**src/rtl/mc_main_controller.sv**
```systemverilog
`default_nettype none
// ============================================================================
// Module  : mc_main_controller
// Brief   : Multicycle RV32 main control FSM (fetch/decode/execute sequencing).
// Revision: 1.0 - initial release
// ============================================================================
module mc_main_controller (
  input  logic       clk,
  input  logic       rst,
  input  logic [6:0] op,
  input  logic [2:0] funct3,
  input  logic       Zero,
  output logic       PCWrite,
  output logic       AdrSrc,
  output logic       MemWrite,
  output logic       IRWrite,
  output logic       RegWrite,
  output logic [1:0] ResultSrc,
  output logic [1:0] ALUSrcA,
  output logic [1:0] ALUSrcB,
  output logic [2:0] ImmSrc,
  output logic [1:0] ALUOp,
  output logic       illegal
);

  localparam logic [3:0] S_FETCH    = 4'd0;
  localparam logic [3:0] S_DECODE   = 4'd1;
  localparam logic [3:0] S_MEMADR   = 4'd2;
  localparam logic [3:0] S_MEMREAD  = 4'd3;
  localparam logic [3:0] S_MEMWB    = 4'd4;
  localparam logic [3:0] S_MEMWRITE = 4'd5;
  localparam logic [3:0] S_EXECR    = 4'd6;
  localparam logic [3:0] S_EXECI    = 4'd7;
  localparam logic [3:0] S_ALUWB    = 4'd8;
  localparam logic [3:0] S_BRANCH   = 4'd9;
  localparam logic [3:0] S_JAL      = 4'd10;
  localparam logic [3:0] S_JALR     = 4'd11;
  localparam logic [3:0] S_JALR2    = 4'd12;
  localparam logic [3:0] S_LUI      = 4'd13;

  localparam logic [6:0] C_OP_LOAD   = 7'b0000011;
  localparam logic [6:0] C_OP_STORE  = 7'b0100011;
  localparam logic [6:0] C_OP_RTYPE  = 7'b0110011;
  localparam logic [6:0] C_OP_ITYPE  = 7'b0010011;
  localparam logic [6:0] C_OP_BRANCH = 7'b1100011;
  localparam logic [6:0] C_OP_JAL    = 7'b1101111;
  localparam logic [6:0] C_OP_JALR   = 7'b1100111;
  localparam logic [6:0] C_OP_LUI    = 7'b0110111;

  logic [3:0] r_state;
  logic [3:0] w_next;

  always_ff @(posedge clk) begin
    if (rst) r_state <= S_FETCH;
    else     r_state <= w_next;
  end

  always_comb begin
    w_next = S_FETCH;
    case (r_state)
      S_FETCH:  w_next = S_DECODE;
      S_DECODE: begin
        case (op)
          C_OP_LOAD, C_OP_STORE: w_next = S_MEMADR;
          C_OP_RTYPE:            w_next = S_EXECR;
          C_OP_ITYPE:            w_next = S_EXECI;
          C_OP_BRANCH:           w_next = S_BRANCH;
          C_OP_JAL:              w_next = S_JAL;
          C_OP_JALR:             w_next = S_JALR;
          C_OP_LUI:              w_next = S_LUI;
          default:               w_next = S_FETCH;
        endcase
      end
      S_MEMADR: w_next = (op == C_OP_STORE) ? S_MEMWRITE : S_MEMREAD;
      S_MEMREAD: w_next = S_MEMWB;
      S_EXECR, S_EXECI, S_JAL, S_JALR2: w_next = S_ALUWB;
      S_JALR:   w_next = S_JALR2;
      default:  w_next = S_FETCH;
    endcase
  end

  // Reset forces every output low, including the decode-dependent ones.
  always_comb begin
    PCWrite   = 1'b0;
    AdrSrc    = 1'b0;
    MemWrite  = 1'b0;
    IRWrite   = 1'b0;
    RegWrite  = 1'b0;
    ResultSrc = 2'b00;
    ALUSrcA   = 2'b00;
    ALUSrcB   = 2'b00;
    ImmSrc    = 3'b000;
    ALUOp     = 2'b00;
    illegal   = 1'b0;
    if (!rst) begin
      case (r_state)
        S_FETCH: begin
          IRWrite   = 1'b1;
          PCWrite   = 1'b1;
          ALUSrcB   = 2'b10;
          ResultSrc = 2'b10;
        end
        S_DECODE: begin
          ALUSrcA = 2'b01;
          ALUSrcB = 2'b01;
          ImmSrc  = (op == C_OP_JAL) ? 3'b011 : 3'b010;
          case (op)
            C_OP_LOAD, C_OP_STORE, C_OP_RTYPE, C_OP_ITYPE,
            C_OP_BRANCH, C_OP_JAL, C_OP_JALR, C_OP_LUI: illegal = 1'b0;
            default:                                    illegal = 1'b1;
          endcase
        end
        S_MEMADR: begin
          ALUSrcA = 2'b10;
          ALUSrcB = 2'b01;
          ImmSrc  = (op == C_OP_STORE) ? 3'b001 : 3'b000;
        end
        S_MEMREAD: AdrSrc = 1'b1;
        S_MEMWB: begin
          ResultSrc = 2'b01;
          RegWrite  = 1'b1;
        end
        S_MEMWRITE: begin
          AdrSrc   = 1'b1;
          MemWrite = 1'b1;
        end
        S_EXECR: begin
          ALUSrcA = 2'b10;
          ALUOp   = 2'b10;
        end
        S_EXECI: begin
          ALUSrcA = 2'b10;
          ALUSrcB = 2'b01;
          ALUOp   = 2'b11;
        end
        S_ALUWB: RegWrite = 1'b1;
        S_BRANCH: begin
          ALUSrcA = 2'b10;
          ALUOp   = 2'b01;
          // Signed/unsigned less-than branches test the SLT result, not equality.
          case (funct3)
            3'b000, 3'b101, 3'b111: PCWrite = Zero;
            3'b001, 3'b100, 3'b110: PCWrite = ~Zero;
            default:                illegal = 1'b1;
          endcase
        end
        S_JAL, S_JALR2: begin
          ALUSrcA = 2'b01;
          ALUSrcB = 2'b10;
          PCWrite = 1'b1;
        end
        S_JALR: begin
          ALUSrcA = 2'b10;
          ALUSrcB = 2'b01;
        end
        S_LUI: begin
          ImmSrc    = 3'b100;
          ResultSrc = 2'b11;
          RegWrite  = 1'b1;
        end
        default: ;
      endcase
    end
  end

endmodule
`default_nettype wire

```
**config.mk**
```make
export PLATFORM = sky130hd
export DESIGN_NAME = mc_main_controller
export DESIGN_NICKNAME = d
export VERILOG_FILES = /design/src/rtl/mc_main_controller.sv
export SDC_FILE = /design/constraint.sdc
export NUM_CORES = 1
export LEC_CHECK = 0
export CAP_MARGIN = 20
export CORE_UTILIZATION = 43
export CTS_BUF_LIST = sky130_fd_sc_hd__clkbuf_4 sky130_fd_sc_hd__clkbuf_8
export DETAILED_ROUTE_END_ITERATION = 6
export PLACE_DENSITY_LB_ADDON = 0.25
export RECOVER_POWER = 50
export SLEW_MARGIN = 10
export SYNTH_ARGS = -nofsm -noshare
export SYNTH_HDL_FRONTEND = slang
export SYNTH_SLANG_ARGS = --single-unit
```
**constraint.sdc**
```tcl
create_clock -name clk -period 2.1 [get_ports clk]
set_input_delay 0.525 -clock clk [delete_from_list [all_inputs] [get_ports clk]]
set_output_delay 0.525 -clock clk [all_outputs]
set_load 0.05 [all_outputs]
```
==> impl_metrics.json, run 1 <==
{
  "synth_ff_type": "dfxtp_1",
  "stop_stage": "clock tree synthesis",
  "io_buffer_count": 29,
  "cts_buffers": 3,
  "yosysUniqueCellTypes": 38,
  "avgSynthCellArea_um2": 6.78,
  "error": "[ERROR DPL-0038] Utilization greater than 100%, impossible to legalize",
  "cts-htree-levels": 1,
  "synthTopCellsByArea": "dfxtp_1, nand2b_1, a21oi_1",
  "cts_setup_buffers": 5,
  "ys_ff_latch": 4,
  "place_congestion": 0.810,
  "async_reset_ff_share_pct": 0,
  "dieWidth_um": 42.3,
  "status": "aborted with a tool error",
  "synthCells": 103,
  "die_h_um": 42.3,
  "cts_resized": 71,
  "postCtsHoldBufs": 0,
  "netlist_area_um2": 698,
  "yosysWarnings": 0,
  "ios": 30,
  "yosysSeqAreaShare_pct": 11.5,
  "yosysTopAreaCellShare_pct": 11.5,
  "dp_hpwl_um": 2240,
  "clockRootBuffer": "clkbuf_4",
  "place_area_um2": 1420,
  "fp-row-count": 14,
  "clk_path_buf_depth": 2,
  "dp.cells": 162,
  "start_util_pct": 46.3,
  "synth_top_cell_by_area": "dfxtp_1",
  "synth-edff-count": 0,
  "synthesis.nets": 116,
  "cts_sinks": 4
}
==> Yosys cell counts, types with 2 or more instances <==
| master | n |
|---|---|
| nor2_1 | 10 |
| a21oi_1 | 9 |
| nand2b_1 | 8 |
| clkbuf_1 | 7 |
| nand2_1 | 5 |
| dfxtp_1 | 4 |
| nand3b_1 | 4 |
| nor2b_1 | 4 |
| nor3b_1 | 4 |
| xnor2_1 | 4 |
| nand4b_1 | 3 |
| nor3_1 | 3 |
| nor4_1 | 3 |
| o21ai_0 | 3 |
| or4_1 | 3 |
| a211o_1 | 2 |
| a211oi_1 | 2 |
| buf_2 | 2 |
| mux2i_1 | 2 |
| nand3_1 | 2 |
| or2_2 | 2 |
==> through the flow <==
stage	setup WS [ps]	TNS (ps)
2_1_floorplan	-370	-830
3_5_place_dp	-541	-3190
3_3_place_gp	-461	-2580
==> cell families after synthesis <==
family	share of synthesized area [%]
flops	11.5
simple gates	50.5
xor+xnor	5.02
mux	2.87
buf+inv	6.27
compound gates	23.8
==> run 2, diff against run 1 <==
CORE_AREA = 2 2 63 65   (was unset)
CORE_UTILIZATION = unset   (was 43)
CTS_BUF_LIST = unset   (was sky130_fd_sc_hd__clkbuf_4 sky130_fd_sc_hd__clkbuf_8)
DIE_AREA = 0 0 65 67   (was unset)
PLACE_DENSITY_LB_ADDON = 0.15   (was 0.25)
==> impl_metrics.json, run 2 <==
{
  "status": "finished, violations left",
  "violations": "setup timing",
  "p_clk_share_pct": 32.4,
  "n_antenna_cell": 0,
  "min_from": "r_state[2]$_SDFF_PP0_",
  "cts_tree": "yes",
  "fill_cells": 370,
  "critPathCaptureType": "output pin",
  "cts_buffers": 3,
  "antenna_found_initial": 0,
  "synth_ff_type": "dfxtp_1",
  "cts-htree-levels": 1,
  "r2r-start": "r_state[1]$_SDFF_PP0_",
  "synth_top_cell_by_area": "dfxtp_1",
  "dieWidth_um": 65,
  "tightest_slew_ps": 385,
  "ir_drop_mv": 0.131,
  "grt_pass1_vias": 1016,
  "cap_violations": 0,
  "core_area_um2": 3610,
  "finalCriticalPeriod_ps": 2200,
  "dp_hpwl_um": 2030,
  "crit_slowest_cell": "or3_1",
  "maxSlewViolCount": 0,
  "grt_pass1_wl_um": 4610,
  "yosysUniqueCellTypes": 38,
  "synthesis.nets": 116,
  "finalClockSkew_ps": 2.01,
  "largest_reg_flops": 4,
  "rsz0062_at_grt": "true",
  "fin_tns_setup_ps": -120,
  "pre_cts_ws_ps": -468,
  "postCtsHoldBufs": 0,
  "ff_latch_area_um2": 87.6,
  "p_seq_share_pct": 16.5,
  "fin_cells": 210,
  "path_max_fanout": 2,
  "layout_common_cells": "buf_4, buf_12, nor2_1",
  "synth-edff-count": 0,
  "top_register": "r_state",
  "ys_ff_latch": 4,
  "io_buffer_count": 29,
  "critPathTopFamily": "compound AO/OA/AOI/OAI gates",
  "min_path_type": "flop to flop",
  "clockRootBuffer": "clkbuf_8",
  "cp.required_ps": 1570,
  "synth.cells.most_frequent": "nor2_1, a21oi_1, nand2b_1",
  "yosysWarnings": 0,
  "fp-row-count": 22,
  "slew_headroom_pct": 74.1,
  "clk_latency_ps": 220,
  "clk_path_buf_depth": 2,
  "netlist_area_um2": 698,
  "hold_viol_final": 0,
  "comb_power_share_pct": 51.1,
  "power_switching_w": 0.000167,
  "grt_overflow": 0,
  "largestRegisters": "r_state: 4 flops",
  "synthTopCellsByArea": "dfxtp_1, nand2b_1, a21oi_1",
  "crit_start": "funct3[0]",
  "place_congestion": 0.817,
  "slowest_delay_ps": 300,
  "final.period_utilization_pct": 105,
  "yosysTopAreaCellShare_pct": 11.5,
  "grt_usage_pct": 13.5,
  "cts_sinks": 4,
  "grt_max_degree": 17,
  "die_h_um": 67,
  "synth.most_common_cell": "nor2_1",
  "wl_per_cell_um": 12.7,
  "cp-start-kind": "input pin",
  "async_reset_ff_share_pct": 0,
  "powerDensity_nw_per_um2": 296,
  "clkTransAtPathRegs_ps": 30,
  "drt-total-wl_um": 2670,
  "viasPerCell": 4.75,
  "avgSynthCellArea_um2": 6.78,
  "ios": 30,
  "start_util_pct": 19.4,
  "vias": 998,
  "layout_commonest_cell": "buf_4",
  "multi_input_area_um2": 768,
  "leakagePower_nw": 0.650,
  "hold_ws_ps": 603,
  "die-area_um2": 4360,
  "path_buf_inv": 2,
  "yosysSeqAreaShare_pct": 11.5,
  "drt_first_pass_iters": 4,
  "p_sw_share_pct": 33.9,
  "layout-drive-gt1-share_pct": 59.3,
  "path_cells": "buf_8, xnor2_4, or3_1, a211o_1, a21oi_4, buf_12",
  "crit_arrival_ps": 1670,
  "num-nets-final": 177,
  "synthCells": 103,
  "drtAntennaViolNets": 0,
  "timing.final.ws_setup_ps": -95.8,
  "power.total_w": 0.000494,
  "internal-power_w": 0.000326,
  "area_growth_pct": 139,
  "finalSetupViolCount": 2,
  "dp.cells": 196,
  "crit_type": "input pin to output pin",
  "drc": 0,
  "drt_iter0_drc": 15,
  "max_freq_mhz": 455
}
## run 2: layer usage
layer	share of wire, %	GRT usage [%]	wire [um]
met5	0	0	0
met4	1.4	3.19	36
met3	3.8	2.36	101
met2	53	24.4	1400
met1	42	16.6	1130
## run 2: area by class of cell
cell class                      count  share of cell area (%)
Tap cell                           48                    3.60
Inverter                            2                   0.450
Timing Repair Buffer               65                    42.1
Sequential cell                     4                    5.26
Clock buffer                        3                    2.48
Multi-Input combinational cell     88                    46.1
## run 2: logic make-up (layout without fill, tap and decap cells)
group | count (synthesis) | count (layout) | share of synthesized area (%)
xor gates and xnor gates | 4 | 4 | 5.02
muxes | 2 | 2 | 2.87
and+or+nand+nor | 57 | 57 | 50.5
DFF | 4 | 4 | 11.5
AOI/OAI and AO/OA | 25 | 25 | 23.8
buffers and inverters | 11 | 70 | 6.27
## run 2: metrics by stage
stage | util, % | area, um^2
CTS | 46.2 | 1670
floorplan | - | 806
global route | 46.2 | 1670
finish | 46.2 | 1670
detailed placement | 41.7 | 1500
global placement | 41.7 | 1500
## run 2: power groups by stage
| stage | combinational, W | clock (W) | sequential, W |
|---|---|---|---|
| finish | 0.000252 | 0.000160 | 0.0000816 |
| floorplan | 0.000113 | 0 | 0.0000820 |
| CTS | 0.000247 | 0.000163 | 0.0000814 |
| global route | 0.000268 | 0.000167 | 0.0000818 |
| global placement | 0.000232 | 0 | 0.0000820 |
| detailed placement | 0.000234 | 0 | 0.0000822 |
## run 2: worst paths after layout
check | depth (start not counted) | end | slack, ps
setup reg to reg | 12 | r_state[2]$_SDFF_PP0_ | 130
hold / removal | 1 | r_state[0]$_SDFF_PP0_ | 600
setup / recovery | 6 | PCWrite | -100
hold reg to reg | 1 | r_state[0]$_SDFF_PP0_ | 600
## run 2: worst register-to-register path, stage by stage, from the launching register on
cell and delay [ps]:
dfxtp_2 330, nor2b_4 130, nor3b_2 170, buf_4 140, nand4b_1 130, buf_4 160, buf_4 120, buf_4 120
buf_4 120, buf_4 120, buf_4 120, buf_4 120, a31oi_1 130
## run 2: repair_timing
action                                  in CTS  in global routing
setup buffers                               10                  1
gates resized for setup                     56                 15
pin swaps                                   16                 10
endpoints found under the setup margin      16                  7
(Power assumes the default switching activity.)
